--- config.mk ---
export PLATFORM = sky130hd
export DESIGN_NAME = cmd_parser
export DESIGN_NICKNAME = d
export VERILOG_FILES = /design/src/rtl/cmd_parser.sv
export SDC_FILE = /design/constraint.sdc
export NUM_CORES = 1
export LEC_CHECK = 0
export CAP_MARGIN = 20
export CELL_PAD_IN_SITES_DETAIL_PLACEMENT = 1
export CELL_PAD_IN_SITES_GLOBAL_PLACEMENT = 2
export CORE_MARGIN = 3
export CORE_UTILIZATION = 34
export DETAILED_ROUTE_END_ITERATION = 10
export PLACE_DENSITY = 0.86
export SLEW_MARGIN = 30
export SYNTH_ARGS = -nofsm -noshare
export SYNTH_HDL_FRONTEND = slang
export SYNTH_SLANG_ARGS = --single-unit
export TNS_END_PERCENT = 5
--- constraint.sdc ---
create_clock -name clk -period 4.75 [get_ports clk]
set_input_delay 0.95 -clock clk [delete_from_list [all_inputs] [get_ports clk]]
set_output_delay 0.95 -clock clk [all_outputs]
set_load 0.02 [all_outputs]
--- src/rtl/cmd_parser.sv ---
// cmd_parser: ASCII command line parser.
// Accepts lines of the form <type><operand1><op><operand2><CR>, where type is
// 's' (signed) or 'u' (unsigned), operands are decimal with an optional
// leading '-' in signed mode, and op is one of + - * /.
// Ports:
//   clk, n_rst       clock, asynchronous active-low reset
//   rx_data/rx_valid byte stream from a UART receiver (no backpressure)
//   dtype            4'h1 signed, 4'h2 unsigned, 4'h0 none
//   operator         5'h01 '+', 5'h02 '-', 5'h03 '*', 5'h04 '/'
//   src1, src2       operands (two's complement when signed)
//   parser_done      one-cycle pulse, command fields updated
//   parse_err        one-cycle pulse, line rejected
//   busy             a line is partially received
module cmd_parser #(
    parameter int unsigned MAX_DIGITS = 5
) (
    input  logic        clk,
    input  logic        n_rst,
    input  logic [7:0]  rx_data,
    input  logic        rx_valid,
    output logic [3:0]  dtype,
    output logic [4:0]  operator,
    output logic [15:0] src1,
    output logic [15:0] src2,
    output logic        parser_done,
    output logic        parse_err,
    output logic        busy
);

    localparam int unsigned ACC_W  = 17;
    // Wide enough for 65535*10+9 before the range check discards it.
    localparam int unsigned CALC_W = 20;
    localparam int unsigned CNT_W  = $clog2(MAX_DIGITS + 1);

    localparam logic [CALC_W-1:0] LIM_U   = CALC_W'(65535);
    localparam logic [CALC_W-1:0] LIM_POS = CALC_W'(32767);
    localparam logic [CALC_W-1:0] LIM_NEG = CALC_W'(32768);

    localparam logic [7:0] CH_SP    = 8'h20;
    localparam logic [7:0] CH_LF    = 8'h0A;
    localparam logic [7:0] CH_CR    = 8'h0D;
    localparam logic [7:0] CH_MINUS = 8'h2D;
    localparam logic [7:0] CH_ZERO  = 8'h30;
    localparam logic [7:0] CH_NINE  = 8'h39;
    localparam logic [7:0] CH_S     = 8'h73;
    localparam logic [7:0] CH_U     = 8'h75;

    typedef enum logic [1:0] {
        S_TYPE,
        S_NUM1,
        S_NUM2,
        S_ERR
    } state_t;

    state_t             state_q, state_d;
    logic [ACC_W-1:0]   acc_q, acc_d;
    logic [CNT_W-1:0]   cnt_q, cnt_d;
    logic               neg_q, neg_d;
    logic               sgn_q, sgn_d;
    logic [4:0]         op_q, op_d;
    logic [15:0]        op1_q, op1_d;
    logic [3:0]         dtype_d;
    logic [4:0]         operator_d;
    logic [15:0]        src1_d, src2_d;
    logic               done_d, err_d;

    logic               is_digit;
    logic [4:0]         op_code;
    logic [CALC_W-1:0]  acc_ext, acc_next, limit;
    logic               digit_ok;
    logic [15:0]        opnd;

    // Operator character to output code; zero for non-operators.
    function automatic logic [4:0] decode_op(input logic [7:0] c);
        case (c)
            8'h2B:   decode_op = 5'h01;
            8'h2D:   decode_op = 5'h02;
            8'h2A:   decode_op = 5'h03;
            8'h2F:   decode_op = 5'h04;
            default: decode_op = 5'h00;
        endcase
    endfunction

    // Character classification and the candidate accumulator value.
    assign is_digit = (rx_data >= CH_ZERO) && (rx_data <= CH_NINE);
    assign op_code  = decode_op(rx_data);
    assign acc_ext  = CALC_W'(acc_q);
    assign acc_next = (acc_ext << 3) + (acc_ext << 1) + CALC_W'(rx_data[3:0]);
    assign limit    = sgn_q ? (neg_q ? LIM_NEG : LIM_POS) : LIM_U;
    // Range is checked on every digit so the accumulator never exceeds 16 bits.
    assign digit_ok = (cnt_q < CNT_W'(MAX_DIGITS)) && (acc_next <= limit);
    // -32768 comes out as 0x8000 because the magnitude fits in 16 bits.
    assign opnd     = neg_q ? (~acc_q[15:0] + 16'd1) : acc_q[15:0];

    // State and datapath registers.
    always_ff @(posedge clk or negedge n_rst) begin
        if (!n_rst) begin
            state_q     <= S_TYPE;
            acc_q       <= '0;
            cnt_q       <= '0;
            neg_q       <= 1'b0;
            sgn_q       <= 1'b0;
            op_q        <= '0;
            op1_q       <= '0;
            dtype       <= '0;
            operator    <= '0;
            src1        <= '0;
            src2        <= '0;
            parser_done <= 1'b0;
            parse_err   <= 1'b0;
            busy        <= 1'b0;
        end else begin
            state_q     <= state_d;
            acc_q       <= acc_d;
            cnt_q       <= cnt_d;
            neg_q       <= neg_d;
            sgn_q       <= sgn_d;
            op_q        <= op_d;
            op1_q       <= op1_d;
            dtype       <= dtype_d;
            operator    <= operator_d;
            src1        <= src1_d;
            src2        <= src2_d;
            parser_done <= done_d;
            parse_err   <= err_d;
            busy        <= (state_d != S_TYPE);
        end
    end

    // Next-state and output logic.
    always_comb begin
        state_d    = state_q;
        acc_d      = acc_q;
        cnt_d      = cnt_q;
        neg_d      = neg_q;
        sgn_d      = sgn_q;
        op_d       = op_q;
        op1_d      = op1_q;
        dtype_d    = dtype;
        operator_d = operator;
        src1_d     = src1;
        src2_d     = src2;
        done_d     = 1'b0;
        err_d      = 1'b0;

        if (rx_valid && (rx_data != CH_SP)) begin
            case (state_q)
                S_TYPE: begin
                    if ((rx_data == CH_S) || (rx_data == CH_U)) begin
                        sgn_d   = (rx_data == CH_S);
                        acc_d   = '0;
                        cnt_d   = '0;
                        neg_d   = 1'b0;
                        state_d = S_NUM1;
                    end else if ((rx_data != CH_CR) && (rx_data != CH_LF)) begin
                        state_d = S_ERR;
                    end
                end

                S_NUM1, S_NUM2: begin
                    if (is_digit) begin
                        if (digit_ok) begin
                            acc_d = ACC_W'(acc_next);
                            cnt_d = cnt_q + CNT_W'(1);
                        end else begin
                            state_d = S_ERR;
                        end
                    end else if (cnt_q == '0) begin
                        // Only a single sign is allowed ahead of the digits.
                        if ((rx_data == CH_MINUS) && sgn_q && !neg_q) begin
                            neg_d = 1'b1;
                        end else if (rx_data == CH_CR) begin
                            err_d   = 1'b1;
                            state_d = S_TYPE;
                        end else begin
                            state_d = S_ERR;
                        end
                    end else if ((state_q == S_NUM1) && (op_code != '0)) begin
                        op_d    = op_code;
                        op1_d   = opnd;
                        acc_d   = '0;
                        cnt_d   = '0;
                        neg_d   = 1'b0;
                        state_d = S_NUM2;
                    end else if ((state_q == S_NUM2) && (rx_data == CH_CR)) begin
                        dtype_d    = sgn_q ? 4'h1 : 4'h2;
                        operator_d = op_q;
                        src1_d     = op1_q;
                        src2_d     = opnd;
                        done_d     = 1'b1;
                        state_d    = S_TYPE;
                    end else if (rx_data == CH_CR) begin
                        err_d   = 1'b1;
                        state_d = S_TYPE;
                    end else begin
                        state_d = S_ERR;
                    end
                end

                S_ERR: begin
                    if (rx_data == CH_CR) begin
                        err_d   = 1'b1;
                        state_d = S_TYPE;
                    end
                end

                default: state_d = S_TYPE;
            endcase
        end
    end

endmodule
==> results.json, run 1 <==
{
  "via_count": 4456,
  "clock_skew_ns": 0.00440,
  "max_freq_mhz": 187,
  "synth_area_leaders": "dfrtp_1 38%, ha_1 13%, mux2_2 7.5%",
  "postSynthAreaPerCell_sq_um": 10.1,
  "status": "finished with violations",
  "worst-path-max-fanout": 6,
  "cts_tree": "done",
  "netlist_top_cells_count": "83 x dfrtp_1, 56 x ha_1, 48 x a21oi_1, 48 x nor2_1, 36 x mux2_2",
  "final_cell_area_sq_um": 7030,
  "grt_pass1_wl_microns": 25900,
  "drtPass1Iterations": 4,
  "end_kind": "register",
  "drt_iter0_drc": 213,
  "port_buffers": 50,
  "fp.dieH_microns": 132,
  "clock-sinks": 83,
  "worstHoldPathType": "reg2reg",
  "fin_crit_sh_pct": 113,
  "root_buffer": "clkbuf_16",
  "tns_ns": -12.06,
  "syn_to_final_growth_pct": 29.4,
  "fin_ws_ns": -0.603,
  "r2r-start": "acc_q[2]",
  "drv_cap": 0,
  "p_leak_nw": 3.45,
  "coreArea_sq_um": 15400,
  "initial_utilization_pct": 35.2,
  "worst_slew_pin_slew_ns": 0.758,
  "startpoint": "rx_data[3]",
  "grt_pass1_vias": 4992,
  "wirelength_microns": 15400,
  "drive_gt1_share_pct": 24.0,
  "ys_warn_count": 0,
  "hold_viol": 0,
  "antenna_cells": 0,
  "synth.cell_area_sq_um": 5440,
  "die-area_sq_um": 17500,
  "final_util_pct": 45.6,
  "grt-ovfl-total": 0,
  "grt_usage_pct": 18.1,
  "synth_flop_cell": "dfrtp_1",
  "critical_path_class": "in2reg",
  "ctsHoldBuffers": 0,
  "power.density_nw_per_um2": 282,
  "clockBufferDepth": 2,
  "finalCriticalPeriod_ns": 5.35,
  "total_power_mw": 1.98,
  "rsz0062_at_grt": "yes",
  "clk_pin_slew_ns": 0.06,
  "place_area_sq_um": 6480,
  "cts_max_level": 3,
  "crit_arrival_ns": 5.58,
  "std_cell_rows": 45,
  "slew_viol_final": 0,
  "violations": "negative setup slack",
  "slew_headroom_pct": 49.5,
  "wire_per_inst_microns": 18.1,
  "dieWidth_microns": 132,
  "ys_types": 57,
  "critical_path_required_ns": 4.98,
  "synth-edff-count": 0,
  "postRouteAntennaNets": 0,
  "io_pins": 55,
  "grt_max_degree": 84,
  "synth.most_common_cell": "dfrtp_1",
  "final_nets": 705,
  "setup_viol": 23,
  "clk_latency_ns": 0.34,
  "drc": 0,
  "cts_buffers": 9,
  "vias_per_cell": 5.23,
  "async_reset_ff_share_pct": 100,
  "ir_drop_mv": 0.169,
  "ys_seq_elements": 83,
  "dp_slack_ns": -1.41,
  "synth-seq-area-share_pct": 38.2,
  "yosysTopAreaCellShare_pct": 38.2,
  "cp-start-kind": "input pin",
  "syn_inst": 538,
  "antenna_found_initial": 0,
  "place_congestion": 0.896,
  "synth_top_area_cell": "dfrtp_1",
  "worstHoldStart": "src1[13]",
  "dpl.hpwl_microns": 11600
}
## cell families (layout without fill, tap and decap cells)
| logic type | count (synthesis) | count (layout) | synth area share (%) |
|---|---|---|---|
| other cells | 1 | 4 | 0.0690 |
| mux | 56 | 56 | 12.2 |
| xor+xnor | 30 | 30 | 4.83 |
| buf+inv | 42 | 142 | 3.50 |
| flops | 83 | 83 | 38.2 |
| fa+ha+maj | 58 | 58 | 13.6 |
| compound gates | 113 | 113 | 13.4 |
| simple gates | 155 | 155 | 14.1 |
## timing repair
action / 4_1_cts / 5_1_grt
resized for setup: 41 / 5
endpoints found under the setup margin: 23 / 23
gates cloned: 2 / 0
pin swaps: 20 / 15
buffers inserted: 8 / 0
## cells in the final DEF (no fill, tap or decap), drive strengths merged, types with 3 or more instances in the layout
master	instances
or4	3
nor4	3
o31ai	5
clkbuf	9
nor2b	9
nand2	32
nor2	48
nand3	12
nand2b	4
xnor2	16
clkdlybuf4s50	46
nor3	8
o21ai	26
mux2i	5
nand4	12
and3	12
ha	56
buf	59
mux2	51
a211oi	5
xor2	14
a21oi	49
inv	23
conb	4
dfrtp	83
o211ai	5
a21o	4
and2	4
## final timing paths
kind,to,slack [ns],cells past startpoint
setup / recovery,acc_q[0],-0.60,21
hold / removal,src1[13],0.51,1
setup reg to reg,acc_q[0],-0.39,20
hold reg to reg,src1[13],0.51,1
max in group asynchronous,src1[6],3.58,1
min in group asynchronous,parse_err,0.64,1
## flip-flops by register name, summed over array words and instances, names as in the netlist
| register | flops |
|---|---|
| cnt_q | 3 |
| operator | 3 |
| state_q | 2 |
| op_q | 3 |
| parser_done | 1 |
| sgn_q | 1 |
| op1_q | 16 |
| dtype | 2 |
| neg_q | 1 |
| parse_err | 1 |
| src1 | 16 |
| busy | 1 |
| acc_q | 17 |
| src2 | 16 |
## layer usage
metal | up-vias | wire, microns | GRT usage, %
li1 | 2133 | - | -
met1 | 2227 | 6880 | 22.4
met2 | 68 | 7790 | 31.9
met3 | 28 | 374 | 3.19
met4 | 0 | 337 | 6.18
met5 | - | 0 | 0
## worst max-delay path: stages
cell	delay [ns]
buf_8	0.10
fa_1	0.47
buf_4	0.16
fa_2	0.38
a211oi_4	0.28
buf_4	0.15
o21ai_2	0.05
nand3_1	0.09
nand2_1	0.07
xor2_1	0.16
ha_1	0.31
nand4_1	0.11
or4_4	0.52
a2111oi_4	0.37
o21ai_2	0.12
a2111oi_4	0.30
nand4_2	0.19
a21oi_4	0.19
buf_6	0.15
buf_8	0.14
mux2_4	0.30
## through the flow
stage,hold WS (ns),cells
3_3_place_gp,0.486,826
6_report,0.506,852
3_5_place_dp,0.494,826
5_1_grt,0.523,852
2_1_floorplan,0.475,541
4_1_cts,0.510,852
## final cells by class
| cell class | instances | area (sq um) |
|---|---|---|
| flip-flops and latches | 83 | 2080 |
| clock buffers | 9 | 225 |
| inverters | 19 | 71.3 |
| fillers | 1728 | 8400 |
| multi-input cells | 416 | 3350 |
| clock inverters | 7 | 58.8 |
| well taps | 211 | 264 |
| repair buffers | 107 | 990 |
## power breakdown
part	internal [mW]	total, mW	leakage [nW]	switching (mW)
Clock	0.363	0.675	0.139	0.312
Combinational	0.250	0.556	2.17	0.307
Sequential	0.728	0.751	1.14	0.0234
No activity file was read; power rests on OpenSTA's default activity.
==> run 2: changes to the inputs <==
--- a/config.mk
+++ b/config.mk
@@ -8,7 +8,7 @@
 export CAP_MARGIN = 20
 export CELL_PAD_IN_SITES_DETAIL_PLACEMENT = 1
 export CELL_PAD_IN_SITES_GLOBAL_PLACEMENT = 2
-export CORE_MARGIN = 3
+export CORE_MARGIN = 2
 export CORE_UTILIZATION = 34
 export DETAILED_ROUTE_END_ITERATION = 10
 export PLACE_DENSITY = 0.86
==> run 2 against run 1 <==
Compared with the run above: the run still ends with negative setup slack left; first-iteration DRC count fell by 15%; clock-buffer cell count increased by 1; routed wire length increased by 1.9%; clock power grew 3.1%; final cell count increased by 1.2%; via count up 1.3%; clock skew increased by 0.0064 ns; critical path type unchanged.
==> results.json, run 2 (synthesis results as in run 1) <==
{
  "cts_buffers": 9,
  "seqPwrFrac_pct": 37.6,
  "root_buffer": "clkbuf_16",
  "fin_ws_ns": -0.633,
  "end_kind": "register",
  "clock-sinks": 83,
  "wire_per_inst_microns": 18.2,
  "p_sw_mw": 0.652,
  "dieWidth_microns": 130,
  "dp_cells": 830,
  "hold_viol": 0,
  "drtPass1Iterations": 4,
  "register_area_sq_um": 2080,
  "antenna_found_initial": 0,
  "die-area_sq_um": 17000,
  "clk_pin_slew_ns": 0.07,
  "worstHoldStart": "op_q[0]",
  "status": "finished with violations",
  "wirelength_microns": 15700,
  "violations": "negative setup slack",
  "coreArea_sq_um": 15800,
  "initial_utilization_pct": 34.5,
  "switching_share_pct": 32.7,
  "rsz0062_at_grt": "yes",
  "cts_tree": "done",
  "ctsHoldBuffers": 0,
  "whs_path_depth": 1,
  "via_count": 4516,
  "max_freq_mhz": 186,
  "nFillCells": 1785,
  "grt_pass1_wl_microns": 25500,
  "largest_register_ffs": 17,
  "final_nets": 710,
  "intPower_mw": 1.34,
  "grt_pass1_vias": 4878,
  "dpl.hpwl_microns": 11600,
  "reg2reg_depth": 19,
  "drc": 0,
  "crit_arrival_ns": 5.62,
  "syn_to_final_growth_pct": 29.4,
  "vias_per_cell": 5.24,
  "setup_viol": 23,
  "grt_max_degree": 84,
  "worstHoldPathType": "reg2reg",
  "cp-start-kind": "input pin",
  "finalNonFillerCells": 862,
  "multi_input_area_sq_um": 3310,
  "grt_usage_pct": 19.3,
  "drt_iter0_drc": 180,
  "final_util_pct": 44.6,
  "r2r-end": "acc_q[3]",
  "mostFrequentLayoutCells": "83 x dfrtp_1, 55 x buf_4, 54 x ha_1",
  "p_leak_nw": 3.45,
  "drive_gt1_share_pct": 24.1,
  "drv_cap": 0,
  "std_cell_rows": 46,
  "power.density_nw_per_um2": 284,
  "finalCriticalPeriod_ns": 5.38,
  "holdPathEnd": "operator[0]",
  "final_common_cell": "dfrtp_1",
  "critical_path_class": "in2reg",
  "combPwrFrac_pct": 27.5,
  "worst-path-max-fanout": 6,
  "r2r-start": "acc_q[0]",
  "cts_max_level": 3,
  "port_buffers": 50,
  "fp.dieH_microns": 130,
  "power.share.clock_pct": 34.9,
  "clock_skew_ns": 0.0108,
  "place_congestion": 0.903,
  "top_register": "acc_q",
  "worst_slew_pin_slew_ns": 0.757,
  "antenna_cells": 0,
  "slew_headroom_pct": 49.5,
  "critical_path_required_ns": 4.99,
  "clk_latency_ns": 0.35,
  "reg2reg_slack_ns": -0.39,
  "slew_viol_final": 0,
  "fin_crit_sh_pct": 113,
  "ir_drop_mv": 0.182,
  "clockBufferDepth": 2,
  "grt-ovfl-total": 0,
  "postRouteAntennaNets": 0,
  "io_pins": 55
}
## run 2: changes by cell type in the layout (fill, tap and decap cells not counted), moves of 2 or more
cell | before | now
ha_4 | 2 | 0
buf_4 | 47 | 55
o21ai_1 | 0 | 2
buf_12 | 0 | 2
ha_2 | 0 | 2
buf_6 | 9 | 5
## run 2: routing by layer
metal	vias up	GRT usage, %	routed length (microns)
met1	2297	24.2	7080
met5	-	0	0
met2	64	34.5	7950
met3	20	2.32	362
li1	2135	-	-
met4	0	7.01	292
## run 2: worst max-delay path by stage
| stage | startpoint | to | slack, ns | cells after the start |
|---|---|---|---|---|
| 6_report | rx_data[3] | acc_q[3] | -0.63 | 20 |
| 5_1_grt | rx_data[3] | acc_q[3] | -0.77 | 20 |
| 4_1_cts | rx_data[3] | acc_q[0] | -0.63 | 20 |
| 3_5_place_dp | rx_data[3] | acc_q[12] | -1.39 | 19 |
| 3_3_place_gp | rx_data[3] | acc_q[12] | -1.20 | 19 |
| 2_1_floorplan | rx_data[3] | acc_q[0] | -0.50 | 18 |
## run 2: final cells by class
cell class                      instances  area share, %
Inverter                               19           1.01
Tap cell                              216           3.84
Timing Repair Buffer                  112           14.5
Sequential cell                        83           29.5
Clock inverter                          6          0.676
Clock buffer                           10           3.40
Multi-Input combinational cell        416           47.0
## run 2: power by group through the flow
stage          registers, mW  clock network, mW  logic [mW]
2_1_floorplan          0.762                  0       0.290
3_3_place_gp           0.759                  0       0.435
6_report               0.750              0.696       0.549
5_1_grt                0.753              0.729       0.594
4_1_cts                0.749              0.702       0.542
3_5_place_dp           0.761                  0       0.452
## run 2: repair_timing
item	4_1_cts	5_1_grt
pin swaps	25	5
setup buffers	16	0
resized for setup	35	1
endpoints found under the setup margin	23	23
endpoints found under the hold margin	0	0
## run 2: worst max-delay path, cell delays in order
cell and delay (ns):
buf_6 0.10, fa_1 0.46, ha_1 0.32, a21oi_2 0.20, nor2_2 0.08, or3_4 0.42
a21oi_4 0.16, o21ba_4 0.17, xnor2_2 0.08, ha_1 0.32, nand4_1 0.09, or4_4 0.55
a2111oi_4 0.33, o21ai_2 0.12, a2111oi_4 0.31, nand4_2 0.20, a21oi_4 0.21, buf_12 0.14
buf_8 0.13, mux2_4 0.29
## run 2: stage by stage
step / cell area, sq um / hold slack, ns / TNS, ns / power (mW) / setup WS [ns]
finish: 7030 / 0.510 / -13.08 / 2.00 / -0.633
global route: 7030 / 0.531 / -16.39 / 2.08 / -0.775
CTS: 7020 / 0.511 / -12.87 / 1.99 / -0.628
detailed placement: 6490 / 0.495 / -29.83 / 1.21 / -1.39
global placement: 6490 / 0.485 / -25.76 / 1.19 / -1.20
floorplan: 5470 / 0.475 / -9.38 / 1.05 / -0.503
==> edit, RTL diff (settings of run 2) <==
Add an input register stage for `rx_valid`, without a reset; this delays it by one clock. The other inputs are not delayed to match.
--- a/src/rtl/cmd_parser.sv
+++ b/src/rtl/cmd_parser.sv
@@ -52,4 +52,10 @@
         S_ERR
     } state_t;
+
+    logic rx_valid_q;
+
+    always_ff @(posedge clk) begin
+        rx_valid_q <= rx_valid;
+    end
 
     state_t             state_q, state_d;
@@ -144,5 +150,5 @@
         err_d      = 1'b0;
 
-        if (rx_valid && (rx_data != CH_SP)) begin
+        if (rx_valid_q && (rx_data != CH_SP)) begin
             case (state_q)
                 S_TYPE: begin
Formal check against the unedited RTL: not equivalent (Yosys sat finds a counterexample within 4 cycles, from zero or initial values and one cycle with n_rst low).
==> edit against run 2 <==
- hold slack worse by 0.0070 ns
- cell area fell by 4.8%
- synthesized area fell by 1.9%
- sequential cell count is 1 higher
- setup slack gained 0.64 ns
- wire length shrank 13%
- sequential share of layout area grew 1.8 points
- highest routed layer unchanged
Power is not compared: it rests on default switching activity, and its combinational part moved more than twofold at a synthesized area within 25%.
==> edit: results (changes against run 2) <==
[place]
place_hpwl_um=10300  ; -12%
dpl_worst_slack_ns=-0.898  ; +0.488 ns
postPlaceCellArea_um2=6300  ; -2.9%

[synthesis]
avgSynthCellArea_um2=9.80  ; -2.9%
synthArstFlopShare_pct=98.8  ; -1.2 points

[cells_and_area]
inv_count=32  ; +13
flops_and_latches=84  ; +1.2%
final_cells=841  ; -2.4%
num-nonclk-buffers=87  ; -22%
multi_input_gates=411  ; -1.2%
buf_share_pct=12.1  ; -2.4 points

[floorplan]
dieArea_um2=16700  ; -1.8%

[grt]
grt_pass1_vias=4593  ; -5.8%
met3_usage_pct=1.82  ; -0.50 points
grt_pass1_wl_um=23400  ; -8.5%
track_usage_pct=17.4  ; -1.9 points

[drt]
routed_wl_um=13700  ; -13%
dr_wl_met3_um=244  ; -33%

[critical_path]
ff2ff_setup_slack_ns=0.29  ; +0.68 ns
cp_slowest_cell=fa_1
cp_max_fo=9  ; +3

[hold_path]
worstHoldStart=op1_q[11]

[outcome]
outcome=completed

[timing]
finClkSkew_ns=0.00974  ; -0.00107 ns
maxSlewHeadroom_pct=48.4  ; -1.2 points
hold-worst-slack_ns=0.503  ; -0.00697 ns

edit: changes by cell type after synthesis, moves of 4 or more:
cell	delta
a21oi_1	+8
a31oi_1	+4
and3_1	-11
inv_1	+13
mux2_1	-5
mux2_2	-8
mux2_4	-10
mux2i_1	+16
nand2_1	+16
nor2_1	-12
xnor2_1	+4
xor2_1	-6
edit: kinds of logic (layout without fill, tap and decap cells):
| family | Yosys count | after routing |
|---|---|---|
| compound gates | 120 | 120 |
| xor+xnor | 29 | 29 |
| fa+ha+maj | 59 | 59 |
| buf+inv | 52 | 135 |
| flops | 84 | 84 |
| mux | 49 | 49 |
| other cells | 1 | 4 |
| simple gates | 150 | 150 |
edit: timing repair:
action | in CTS | in global routing
pin swaps | 5 | 0
resized for setup | 11 | 0
hold endpoints to repair | 0 | 0
buffers inserted | 4 | 0
endpoints found under the setup margin | 23 | 21
cloned | 1 | 0
